$ cat config.mk
export PLATFORM = sky130hd
export DESIGN_NAME = oled_char_buffer
export DESIGN_NICKNAME = d
export VERILOG_FILES = /design/src/rtl/oled_char_buffer.sv
export SDC_FILE = /design/constraint.sdc
export NUM_CORES = 1
export LEC_CHECK = 0
export CORE_MARGIN = 4
export CORE_UTILIZATION = 35
export CTS_BUF_LIST = sky130_fd_sc_hd__clkbuf_4
export CTS_CLUSTER_DIAMETER = 80
export DETAILED_ROUTE_END_ITERATION = 6
export SYNTH_ARGS = -nofsm -noshare
export SYNTH_HDL_FRONTEND = slang
export SYNTH_SLANG_ARGS = --single-unit
$ cat constraint.sdc
create_clock -name sysclk -period 3.2 [get_ports sysclk]
set_input_delay 0.64 -clock sysclk [delete_from_list [all_inputs] [get_ports sysclk]]
set_output_delay 0.64 -clock sysclk [all_outputs]
set_load 0.005 [all_outputs]
$ cat src/rtl/oled_char_buffer.sv
// oled_char_buffer: 4x16 character screen with direct/append write port, registered refresh reads and dirty flag.
// Optional macro OLED_CHAR_BUF_SCROLL_EN scrolls the screen up one row instead of wrapping the cursor.
module oled_char_buffer #(
    parameter logic [7:0] BLANK = 8'h20,
    parameter int         ROWS  = 4,
    parameter int         COLS  = 16
) (
    input  logic       sysclk,
    input  logic       rstd,
    input  logic       we,
    input  logic [5:0] waddr,
    input  logic [7:0] wdata,
    input  logic       rd_en,
    input  logic [5:0] rd_addr,
    input  logic       frame_done,
    output logic [7:0] rd_data,
    output logic       rd_valid,
    output logic       busy,
    output logic [5:0] cursor,
    output logic       dirty
);
    localparam logic [1:0] S_CLEAR  = 2'd0;
    localparam logic [1:0] S_IDLE   = 2'd1;
    localparam logic [1:0] S_SCROLL = 2'd2;
    localparam logic [5:0] LAST     = 6'(ROWS * COLS - 1);
    localparam logic [5:0] APPEND   = 6'd63;

    logic [1:0] state_q, state_d;
    logic [5:0] ptr_q, ptr_d;
    logic [5:0] cursor_q, cursor_d;
    logic       dirty_q, dirty_d;
    logic [7:0] rd_data_q;
    logic       rd_valid_q;
    logic [7:0] mem [64];

    logic       idle, app, dir_wr, app_nl, app_ff, app_bs, app_chr, last_row, sweep_done;
    logic       mem_we;
    logic [5:0] mem_wa;
    logic [7:0] mem_wd;
    logic [5:0] nl_cursor, chr_cursor;

    assign idle     = state_q == S_IDLE;
    assign app      = idle && we && waddr == APPEND;
    assign dir_wr   = idle && we && waddr != APPEND;
    assign app_nl   = app && wdata == 8'h0A;
    assign app_ff   = app && wdata == 8'h0C;
    assign app_bs   = app && wdata == 8'h08;
    assign app_chr  = app && !(app_nl || app_ff || app_bs);
    assign last_row = cursor_q[5:4] == 2'd3;

`ifdef OLED_CHAR_BUF_SCROLL_EN
    logic scroll_go;
    // The bottom row is reused after a scroll, so the cursor lands at its start.
    assign scroll_go  = (app_nl && last_row) || (app_chr && cursor_q == LAST);
    assign nl_cursor  = last_row ? 6'd48 : {cursor_q[5:4] + 2'd1, 4'h0};
    assign chr_cursor = cursor_q == LAST ? 6'd48 : cursor_q + 6'd1;
    assign mem_wd     = state_q == S_SCROLL ? (ptr_q < 6'd48 ? mem[ptr_q + 6'(COLS)] : BLANK)
                      : !idle ? BLANK : wdata;
`else
    assign nl_cursor  = {cursor_q[5:4] + 2'd1, 4'h0};
    assign chr_cursor = cursor_q + 6'd1;
    assign mem_wd     = !idle ? BLANK : wdata;
`endif

    assign mem_we = !idle || dir_wr || app_chr;
    assign mem_wa = !idle ? ptr_q : dir_wr ? waddr : cursor_q;

    always_comb begin
        state_d    = state_q;
        ptr_d      = ptr_q;
        sweep_done = 1'b0;
        if (!idle) begin
            ptr_d = ptr_q + 6'd1;
            if (ptr_q == LAST) begin
                state_d    = S_IDLE;
                sweep_done = 1'b1;
            end
        end else if (app_ff) begin
            state_d = S_CLEAR;
            ptr_d   = 6'd0;
`ifdef OLED_CHAR_BUF_SCROLL_EN
        end else if (scroll_go) begin
            state_d = S_SCROLL;
            ptr_d   = 6'd0;
`endif
        end
    end

    assign cursor_d = app_nl  ? nl_cursor
                    : app_ff  ? 6'd0
                    : app_bs  ? (cursor_q == 6'd0 ? 6'd0 : cursor_q - 6'd1)
                    : app_chr ? chr_cursor
                    : cursor_q;

    // A completed sweep and a cell write both outrank a same-cycle frame_done.
    assign dirty_d = (dir_wr || app_chr || sweep_done) ? 1'b1 : frame_done ? 1'b0 : dirty_q;

    always_ff @(posedge sysclk or negedge rstd) begin
        if (!rstd) begin
            state_q    <= S_CLEAR;
            ptr_q      <= 6'd0;
            cursor_q   <= 6'd0;
            dirty_q    <= 1'b0;
            rd_data_q  <= 8'h00;
            rd_valid_q <= 1'b0;
        end else begin
            state_q    <= state_d;
            ptr_q      <= ptr_d;
            cursor_q   <= cursor_d;
            dirty_q    <= dirty_d;
            rd_valid_q <= rd_en;
            if (rd_en) rd_data_q <= mem[rd_addr];
        end
    end

    always_ff @(posedge sysclk) begin
        if (mem_we) mem[mem_wa] <= mem_wd;
    end

    assign rd_data  = rd_data_q;
    assign rd_valid = rd_valid_q;
    assign busy     = !idle;
    assign cursor   = cursor_q;
    assign dirty    = dirty_q;
endmodule

# Word level (Yosys, flattened, before mapping)

Memories as Yosys holds them, arrays and structs flattened. A register that Yosys moved wholly into a read port is not among the register bits.
Index checks and enable logic that the tools add are counted.

Reduce and logical (&&, ||, !) cells: 21
Add/sub/neg operators: 4
Multiplexer cells: 19
Equality and inequality tests: 8

Operators with widths:

| kind                                                                    | number |
|---|---|
| 6-bit 2-to-1 mux                                                        | 9 |
| 8-bit by 4-bit == test with 1-bit output, second input constant         | 3 |
| 6-bit by 1-bit adder with 6-bit output, second input constant           | 2 |
| 6-bit == test, second input constant                                    | 2 |
| 8-bit 2-to-1 mux                                                        | 1 |
| 1-bit logical AND                                                       | 7 |
| 6-bit zero test                                                         | 1 |
| 1-bit logical OR                                                        | 6 |
| 1-bit 2-to-1 mux                                                        | 6 |
| 2-bit 2-to-1 mux                                                        | 3 |
| 6-bit inequality test, second input constant                            | 1 |
| 6-bit by 1-bit subtractor with 6-bit output, second input constant      | 1 |
| 2-bit nonzero test                                                      | 2 |
| 4-bit nonzero test                                                      | 1 |
| 1-bit zero test                                                         | 3 |
| 2-bit by 1-bit adder with 2-bit output, second input constant           | 1 |
| 2-bit by 1-bit == test with 1-bit output, second input constant         | 1 |
| 2-bit by 1-bit inequality test with 1-bit output, second input constant | 1 |
| 2-bit AND reduction                                                     | 1 |

Bits of input ports: 25
Memories: 1
Output and inout bits: 17
Bits in registers: 16
Logic and storage cells: 58
Bits in writable memories: 512

Memories:

| name | words | width | read ports | clocked after Yosys merged registers in | write ports | line | text |
|---|---|---|---|---|---|---|---|
| mem  | 64    | 8     | 1          | 1                                       | 1           | 34   | `logic [7:0] mem [64];` |

# Logic depth before layout (Yosys ltp)

Gate-level depths: netlist of the first run.

Depth in word-level cells: 12
Depth in mapped cells: 9
Gate-level depth less buffers: 7

# Least setup slack after synthesis of the first run

OpenSTA, ideal clock, no wires.

Path kind: input to register
Start: input waddr[3]
End: memory mem[10][0] (enable)
Path buffers: 1
Stages on the path: 7
Setup time: 0.371 ns
Arrival: 2.491 ns
Required time: 2.829 ns
Setup slack: 0.338 ns
Path through: and4_1 a31oi_1 mux2i_1 o21ai_1 or3_1 clkbuf_1 nor2_1

Longest elaborated chain between the ends: 10
Elaborated cells between the ends (all ways): 17
Those cells by class: 2 x eq/ne; 4 x mux; 11 x reduce/logical

RTL lines:

| what                                        | line   | text |
|---|---|---|
| start, declared                             | 11     | `input logic [5:0] waddr,` |
| 6-bit == test                               | 43     | `assign app = idle && we && waddr == APPEND;` |
| 1-bit logical AND                           | 43     |  |
| 1-bit logical AND, on equally long branches | 45, 46 |  |
| 1-bit logical OR (2 in a row)               | 48     | `assign app_chr = app && !(app_nl \|\| app_ff \|\| app_bs);` |
| 1-bit zero test                             | 48     |  |
| 1-bit logical AND                           | 48     |  |
| 1-bit logical OR                            | 65     | `assign mem_we = !idle \|\| dir_wr \|\| app_chr;` |
| 1-bit 2-to-1 mux                            | 117    | `if (mem_we) mem[mem_wa] <= mem_wd;` |
| 1-bit 2-to-1 mux (implied by the code)      | 117    |  |
| end, declared                               | 34     |  |

Parallel ways exist; a longest one is shown, timed or not.

# Final worst setup path of the first run

Start: register state_q[0]
End: output busy

Longest elaborated chain between the ends: 2

RTL lines:

| what                                     | line | text |
|---|---|---|
| start, declared                          | 28   | `logic [1:0] state_q, state_d;` |
| start signal, assigned                   | 107  | `state_q <= state_d;` |
| 2-bit by 1-bit == test with 1-bit output | 42   | `assign idle = state_q == S_IDLE;` |
| 1-bit zero test                          | 122  | `assign busy = !idle;` |
| end, declared                            | 18   | `output logic busy,` |

No other way between the ends.

==> reports/metrics.csv, run 1 <==
stage;metric;value;unit
global_route;grt_max_degree;65;
yosys;synth.avg_cell_area;20.3;µm²
placement;post-place-ws;-0.238;ns
detailed_routing;routedWlPerCell;22.0;µm
cells_and_area;fin_nets;1356;
status;status;finished, final reports clean;
detailed_routing;postRouteAntennaNets;0;
worst_setup_path;cp_slowest_cell;dfrtp_1;
yosys;synth_edf_count;512;
yosys;synth_area_leaders;edfxtp_1 (72%), mux4_2 (14%), dfrtp_1 (2.7%);
global_route;grt_pass1_wl;73500;µm
timing;hold_viol;0;
global_route;antenna_found_initial;2;
clocking;numCtsBuffers;136;
yosys;synth_fp_nets;1079;
power;p_leak;8.62;nW
detailed_routing;num_vias;11300;
detailed_routing;finalWirelength;48500;µm
clocking;clock-sinks;535;
cells_and_area;final_util;42.3;%
power;ir_drop;250;µV
floorplanning;die_w;255;µm
clocking;cts_setup_buffers;0;
timing;setup_tns;0;ns
global_route;grt_pass1_vias;12000;
cells_and_area;drive_gt1_share;36.4;%
clocking;cts.path.max_buffers;3;
power;clkPwrFrac;39.5;%
worst_hold_path;hp-class;in2async;
yosys;ys_async_sr_fraction;4.30;%
worst_setup_path;critPathBufInv;3;
power;internal_power;11.3;mW
detailed_routing;avgViaCountPerCell;5.12;
yosys;syn_inst;1049;
floorplanning;dieArea;65000;µm²
power;p_per_area;567;nW/µm²
timing;fmax;346;MHz
yosys;synth_commonest_cells;edfxtp_1 (512), mux4_2 (128), nor2_1 (74), mux2i_1 (52), nand3_1 (24);
global_route;gr-total-overflow;0;
floorplanning;rows;90;
detailed_routing;firstDrtPassIters;5;
power;seq_power_share;53.7;%
timing;skew;0.0547;ns
placement;globalplace.congestion;0.811;
yosys;synth_top_flop_cell;edfxtp_1;
floorplanning;pin_count;42;
worst_setup_path;critical_path_required;2.56;ns
clocking;cts.clk_slew.worst_paths;0.07;ns
worst_setup_path;critPathMaxStageDelay;0.55;ns
yosys;syn-cell-area;21300;µm²
detailed_routing;drc;0;
worst_setup_path;path_cells;clkinv_1, buf_4, clkdlybuf4s50_1;
power;p_comb_share;6.8;%
clocking;ctsResizeCount;0;
yosys;synth.top_cell.area_share;72.1;%
run;maxCapViolCount;0;
detailed_routing;first_iter_violations;950;
yosys;synth_most_common_cell;edfxtp_1;
worst_setup_path;critical_path.endpoint_type;output port;
timing;tightest_slew;1.16;ns
worst_setup_path;worstPathArrival;2.25;ns
timing;rsz0062_at_grt;false;
timing;finalSetupViolations;0;
clocking;cts_tree;built;
power;switching_share;21.9;%
global_route;grt.total_usage;15.4;%
power;p_switching;3.17;mW
worst_setup_path;critical_path_class;reg2out;
floorplanning;initial_core_util;35.3;%
yosys;yosysWarnings;0;
timing;finalCritPeriodShare;90.3;%
clocking;cts_hold_buf;0;
floorplanning;fp.coreArea;60400;µm²
clocking;h-tree-depth;4;
cells_and_area;areaGrowthSynthToFinish;19.7;%
timing;fin_crit;2.89;ns
yosys;yosys.area.top_type;edfxtp_1;
yosys;seq_area_frac_synth;74.8;%
worst_setup_path;cp_top_family;buffers and inverters;
yosys;yosysUniqueCellTypes;49;
placement;io_buffer_count;41;
timing;relSlewSlack;22.2;%
floorplanning;die_h;255;µm
placement;place_hpwl;30900;µm
timing;drv_slew;0;
clocking;worstSkewPairLatency;0.92;ns
worst_setup_path;cp_max_fo;14;
timing;worst_slack;0.311;ns
yosys;synth-seq-cells;535;
clocking;clock-root-buffer;clkbuf_4;
worst_setup_path;cp-start-kind;flop;
-- stage by stage --
| stage | total power [mW] | instance area [µm²] | hold slack (ns) | instances |
|---|---|---|---|---|
| after floorplan | 8.46 | 21300 | 0.344 | 1049 |
| after global placement | 8.90 | 23800 | 0.534 | 1970 |
| after detailed placement | 8.92 | 23800 | 0.559 | 1970 |
| after CTS | 14.7 | 25500 | 0.0174 | 2200 |
| after global routing | 15.1 | 25500 | 0.0573 | 2204 |
| final | 14.5 | 25500 | 0.130 | 2204 |
-- cells in the final DEF (no fill, tap or decap), drive strengths merged, types with 5 or more instances in the layout --
cell type,Yosys,routed
edfxtp,512,512
clkbuf,15,197
buf,35,151
mux4,128,128
nor2,74,74
mux2i,52,52
clkdlybuf4s50,0,38
clkinv,2,26
nand3,24,24
dfrtp,23,23
o21ai,18,18
nand2,17,17
mux2,16,16
a22oi,16,16
inv,11,15
o221ai,12,12
and2,11,11
a221oi,9,9
a21oi,8,8
a221o,8,8
ha,5,5
nand2b,5,5
-- worst reg2reg max path: stages, from the launching register on --
cell and delay (ns):
dfrtp_1 0.55, buf_4 0.28, nor2_1 0.10, a211oi_1 0.17
buf_4 0.16, nand3_1 0.07, buf_4 0.17, nor2_1 0.73
-- area by class of cell --
class                      instances  area [µm²]
antenna                            4        10.0
clock buffer                     197        1480
clock inverter                    33         238
fill                            5348       34800
inverter                          13        48.8
multi-input combinational        451        5080
sequential                       535       16000
tap                              782         978
timing repair buffer             189        1750
-- final timing paths --
path / from / endpoint / slack, ns / depth (start not counted)
worst max-delay path: state_q[0]$_DFFE_PN0P_ / busy / 0.31 / 3
worst min-delay path: rstd / rd_data[2]$_DFFE_PN0P_ / 0.13 / 2
worst max register to register: state_q[0]$_DFFE_PN0P_ / mem[63][3]$_DFFE_PP_ / 0.62 / 7
worst min register to register: ptr_q[4]$_DFFE_PN0P_ / ptr_q[4]$_DFFE_PN0P_ / 0.56 / 1
max in group asynchronous: rstd / ptr_q[0]$_DFFE_PN0P_ / 2.75 / 2
min in group sysclk: rd_en / rd_valid$_DFF_PN0_ / 0.33 / 1
-- sequential cells by signal (all words and copies together), names as in the netlist --
signal    flops
mem         512
cursor        6
dirty         1
state_q       1
rd_data       8
rd_valid      1
ptr_q         6
-- power by group through the flow --
stage | combinational [mW] | clock (mW) | sequential, mW
after global routing | 1.05 | 6.31 | 7.78
after detailed placement | 0.988 | 0 | 7.93
after global placement | 0.974 | 0 | 7.93
after floorplan | 0.545 | 0 | 7.91
final | 0.978 | 5.72 | 7.78
after CTS | 0.991 | 5.93 | 7.78
-- per-layer routing --
metal | vias to the layer above | GRT usage, % | wire (µm)
met5 | - | 0 | 0
met4 | 0 | 5.97 | 1130
met3 | 67 | 3.75 | 3110
met2 | 411 | 23.3 | 22600
met1 | 5794 | 21.7 | 21700
li1 | 5021 | - | -
-- logic make-up (layout without fill, tap and decap cells) --
family / count (synthesis) / after routing / share of synthesized area [%]
other cells: 0 / 4 / 0
flops: 535 / 535 / 74.8
buf+inv: 63 / 432 / 1.45
mux: 196 / 196 / 16.8
fa+ha+maj: 5 / 5 / 0.293
xor+xnor: 2 / 2 / 0.0821
simple gates: 155 / 155 / 3.37
compound gates: 93 / 93 / 3.23
No activity file was read; power rests on OpenSTA's default activity.
==> inputs of run 2 (changes only) <==
HOLD_SLACK_MARGIN = 0.05   (was unset)
==> run 2 against run 1 <==
- cell area about the same
- sequential power about the same
- register-to-register slack improved by 0.03 ns
- total power about the same
- largest power group unchanged
- highest routed layer unchanged
- wire length increased by 0.19%
- setup slack got worse by 0.0021 ns
- hold slack improved by 0.20 ns
- die area unchanged
- non-clock buffer count increased by 1
==> reports/metrics.csv, run 2 (synthesized netlist as in run 1, its figures left out) <==
stage;metric;value;unit
cells_and_area;drive_gt1_share;36.4;%
timing;drv_slew;0;
clocking;h-tree-depth;4;
detailed_routing;num_vias;11300;
cells_and_area;layout_common_cells;edfxtp_1 (512), clkbuf_4 (197), buf_4 (131);
floorplanning;die_h;255;µm
timing;fin_crit;2.89;ns
timing;relSlewSlack;21.5;%
detailed_routing;postRouteAntennaNets;0;
worst_setup_path;critPathMaxStageDelay;0.55;ns
global_route;grt_pass1_wl;73500;µm
worst_setup_path;critical_path.endpoint_type;output port;
cells_and_area;largest_reg_flops;512;
global_route;antenna_found_initial;2;
clocking;clock-sinks;535;
placement;globalplace.congestion;0.811;
timing;hold_viol;0;
worst_setup_path;critPathBufInv;3;
cells_and_area;fin_nets;1357;
clocking;clock-root-buffer;clkbuf_4;
power;p_total;14.5;mW
worst_hold_path;hp-class;in2reg;
timing;skew;0.0440;ns
worst_setup_path;worstPathArrival;2.25;ns
cells_and_area;largest-register;mem;
worst_setup_path;path_cells;clkinv_1, buf_4, clkdlybuf4s50_1;
global_route;grt_pass1_vias;12000;
status;status;finished, final reports clean;
global_route;grt_max_degree;65;
power;ir_drop;249;µV
floorplanning;pin_count;42;
placement;io_buffer_count;41;
detailed_routing;finalWirelength;48600;µm
global_route;grt.total_usage;15.4;%
worst_setup_path;cp_max_fo;14;
clocking;cts_setup_buffers;0;
cells_and_area;multi_input_comb_area;5080;µm²
timing;tightest_slew;1.17;ns
detailed_routing;routedWlPerCell;22.0;µm
detailed_routing;drc;0;
cells_and_area;ff_latch_area;16000;µm²
floorplanning;initial_core_util;35.3;%
cells_and_area;final_util;42.3;%
worst_setup_path;cp_slowest_cell;dfrtp_1;
clocking;cts_tree;built;
worst_setup_path;cp.depth;3;
placement;dpl-instance-area;23800;µm²
timing;fmax;346;MHz
cells_and_area;areaGrowthSynthToFinish;19.7;%
floorplanning;dieArea;65000;µm²
timing;holdWs;0.335;ns
floorplanning;fp.coreArea;60400;µm²
worst_setup_path;cp-start-kind;flop;
floorplanning;rows;90;
timing;finalSetupViolations;0;
worst_hold_path;min_path_cells;1;
worst_setup_path;critical_path_class;reg2out;
cells_and_area;layout_commonest_cell;edfxtp_1;
timing;finalCritPeriodShare;90.3;%
detailed_routing;firstDrtPassIters;5;
detailed_routing;avgViaCountPerCell;5.11;
worst_setup_path;cp_top_family;buffers and inverters;
worst_setup_path;r2r_cells;7;
worst_setup_path;r2r_setup_slack;0.65;ns
detailed_routing;first_iter_violations;949;
run;maxCapViolCount;0;
worst_setup_path;critical_path_required;2.56;ns
cells_and_area;final_area;25500;µm²
timing;rsz0062_at_grt;false;
power;p_leak;8.62;nW
floorplanning;die_w;255;µm
placement;place_hpwl;30900;µm
clocking;cts.path.max_buffers;3;
clocking;numCtsBuffers;136;
cells_and_area;fillerInstances;5347;
global_route;gr-total-overflow;0;
clocking;cts.clk_slew.worst_paths;0.06;ns
power;p_per_area;567;nW/µm²
clocking;worstSkewPairLatency;0.91;ns
==> run 2: cell types whose count changed in the layout (fill, tap and decap cells not counted) <==
| cell | delta |
|---|---|
| dlygate4sd3_1 | +1 |
==> run 2: power by group <==
group          switching, mW  internal (mW)
sequential            0.0446           7.73
clock                   2.58           3.13
combinational          0.542          0.439
==> run 2: area by class of cell <==
| cell class | count | share of cell area, % |
|---|---|---|
| inverter | 13 | 0.191 |
| sequential | 535 | 62.4 |
| tap | 782 | 3.83 |
| timing repair buffer | 190 | 6.88 |
| clock inverter | 33 | 0.931 |
| antenna | 4 | 0.0392 |
| multi-input combinational | 451 | 19.9 |
| clock buffer | 197 | 5.79 |
==> run 2: metal layers <==
| metal | GRT usage (%) | part of all wire, % |
|---|---|---|
| met5 | 0 | 0 |
| met4 | 5.97 | 2.4 |
| met3 | 3.75 | 6.2 |
| met2 | 23.3 | 46 |
| met1 | 21.7 | 45 |
==> run 2: final timing paths <==
path,from,end
max,state_q[0]$_DFFE_PN0P_,busy
min,rd_en,rd_valid$_DFF_PN0_
max reg2reg,state_q[0]$_DFFE_PN0P_,mem[63][3]$_DFFE_PP_
min reg2reg,ptr_q[4]$_DFFE_PN0P_,ptr_q[4]$_DFFE_PN0P_
max in group asynchronous,rstd,ptr_q[0]$_DFFE_PN0P_
min in group asynchronous,rstd,rd_data[2]$_DFFE_PN0P_
==> run 2: stage by stage <==
step | std cells | setup TNS [ns] | setup WS [ns]
final | 2205 | 0 | 0.309
after global routing | 2205 | 0 | 0.0397
after CTS | 2201 | 0 | 0.143
after detailed placement | 1970 | -22.62 | -0.238
after global placement | 1970 | -12.73 | -0.197
after floorplan | 1049 | 0 | 0.338
==> run 2: repair_timing <==
action,CTS,global route
endpoints found under the hold margin,23,0
resized for setup,0,0
setup endpoints to repair,0,0
hold buffers,1,0
==> inputs of run 3 (changes only) <==
CELL_PAD_IN_SITES_DETAIL_PLACEMENT = 0   (was unset)
CELL_PAD_IN_SITES_GLOBAL_PLACEMENT = 1   (was unset)
PLACE_DENSITY_LB_ADDON = 0.1   (was unset)
REMOVE_ABC_BUFFERS = 1   (was unset)
SLEW_MARGIN = 40   (was unset)
==> run 3 against run 2 <==
- die area did not move
- cell count is 1.1% higher
- total power increased by 2.4%
- register-to-register slack is essentially flat
- sequential power barely moved
- setup slack improved by 0.18 ns
- core utilization increased by 0.23 points
- clock skew rose by 0.0029 ns
==> reports/metrics.csv, run 3 (synthesized netlist as in run 1, its figures left out) <==
stage;metric;value;unit
clocking;cts_setup_buffers;0;
worst_setup_path;cp_top_family;buffers and inverters;
worst_hold_path;hp-class;in2reg;
worst_setup_path;critical_path_required;2.56;ns
clocking;h-tree-depth;4;
clocking;clock-sinks;535;
worst_setup_path;path_cells;clkinv_1, buf_4, clkdlybuf4s50_1;
global_route;grt_max_degree;47;
run;maxCapViolCount;0;
clocking;cts.path.max_buffers;3;
detailed_routing;firstDrtPassIters;4;
worst_setup_path;critical_path.endpoint_type;output port;
placement;place_hpwl;35100;µm
timing;drv_slew;0;
detailed_routing;finalWirelength;53900;µm
worst_hold_path;hp-start;rd_en;
cells_and_area;layout_common_cells;edfxtp_1 (512), clkbuf_4 (216), buf_4 (143);
detailed_routing;postRouteAntennaNets;0;
global_route;grt_pass1_wl;80400;µm
power;clkPwrFrac;40.7;%
worst_setup_path;cp_slowest_cell;clkdlybuf4s50_1;
floorplanning;rows;90;
worst_setup_path;critPathBufInv;3;
timing;holdWs;0.340;ns
cells_and_area;ff_latch_area;16000;µm²
power;p_per_area;577;nW/µm²
detailed_routing;avgViaCountPerCell;5.13;
worst_setup_path;startpoint;state_q[0]$_DFFE_PN0P_;
global_route;grt_pass1_vias;12300;
timing;tightest_slew;0.835;ns
clocking;clock-root-buffer;clkbuf_4;
global_route;grt.total_usage;17.2;%
worst_setup_path;worstPathArrival;2.07;ns
floorplanning;pin_count;42;
floorplanning;die_w;255;µm
power;internal_power;11.5;mW
detailed_routing;num_vias;11400;
timing;skew;0.0470;ns
timing;finalCritPeriodShare;84.8;%
floorplanning;fp.coreArea;60400;µm²
timing;fmax;368;MHz
placement;placedCellCount;1979;
power;ir_drop;295;µV
timing;fin_crit;2.71;ns
floorplanning;die_h;255;µm
placement;globalplace.congestion;0.785;
cells_and_area;largest_reg_flops;512;
power;p_leak;8.70;nW
cells_and_area;largest-register;mem;
clocking;cts_tree;built;
worst_setup_path;r2r_start;state_q[0]$_DFFE_PN0P_;
global_route;antenna_found_initial;2;
cells_and_area;drive_gt1_share;37.6;%
placement;io_buffer_count;41;
worst_setup_path;cp_max_fo;8;
cells_and_area;multi_input_comb_area;5080;µm²
status;status;finished, final reports clean;
floorplanning;initial_core_util;35.3;%
cells_and_area;fillerInstances;5425;
power;seq_power_share;52.5;%
worst_setup_path;critical_path_class;reg2out;
power;p_switching;3.34;mW
timing;relSlewSlack;44.1;%
timing;hold_viol;0;
power;p_comb_share;6.8;%
detailed_routing;drc;0;
detailed_routing;first_iter_violations;705;
clocking;cts.clk_slew.worst_paths;0.06;ns
cells_and_area;layout_commonest_cell;edfxtp_1;
detailed_routing;routedWlPerCell;24.2;µm
timing;rsz0062_at_grt;false;
worst_setup_path;critPathMaxStageDelay;0.52;ns
clocking;worstSkewPairLatency;0.93;ns
worst_setup_path;cp-start-kind;flop;
global_route;gr-total-overflow;0;
timing;finalSetupViolations;0;
cells_and_area;fin_nets;1374;
cells_and_area;areaGrowthSynthToFinish;20.4;%
clocking;numCtsBuffers;144;
cells_and_area;final_cells;2229;
power;switching_share;22.5;%
floorplanning;dieArea;65000;µm²
[run 3: per-stage QoR]
step                      utilization (%)  setup WS (ns)  TNS, ns  instance area (µm²)  total power [mW]
after CTS                            42.5          0.316        0                25700              15.1
after global placement               39.5         -0.296   -39.90                23800              8.96
after floorplan                         -          0.380        0                21100              8.37
after global routing                 42.5          0.262        0                25700              15.6
after detailed placement             39.5         -0.357   -46.19                23800              8.96
final                                42.5          0.485        0                25700              14.8
[run 3: power groups by stage]
stage | Clock (mW) | Combinational [mW] | Sequential, mW
after floorplan | 0 | 0.453 | 7.91
after global placement | 0 | 1.03 | 7.93
after detailed placement | 0 | 1.03 | 7.93
after CTS | 6.30 | 1.04 | 7.78
after global routing | 6.74 | 1.10 | 7.78
final | 6.03 | 1.01 | 7.78
[run 3: final timing paths]
kind	endpoint	slack [ns]	cells past startpoint
worst max-delay path	busy	0.49	3
worst max register to register	mem[63][7]$_DFFE_PP_	0.65	7
worst min-delay path	rd_valid$_DFF_PN0_	0.34	1
max in group asynchronous	ptr_q[1]$_DFFE_PN0P_	2.21	3
worst min register to register	ptr_q[4]$_DFFE_PN0P_	0.56	1
min in group asynchronous	cursor[1]$_DFFE_PN0P_	0.65	3
[run 3: layout make-up]
cell class	instances	area share (%)
Clock buffer	216	6.31
Multi-Input combinational cell	451	19.8
Antenna cell	3	0.0292
Clock inverter	30	0.794
Inverter	13	0.190
Sequential cell	535	62.1
Tap cell	782	3.81
Timing Repair Buffer	199	6.96
[run 3: repair_timing]
action,in CTS,in global routing
hold endpoints to repair,23,0
resized for setup,0,0
hold buffers,1,0
[run 3: layer usage]
layer	wire length [µm]	GRT usage, %	part of all wire, %
met5	0	0	0
met2	25300	26.4	47
met4	1030	6.11	1.9
met1	25000	24.1	46
met3	2620	4.41	4.9
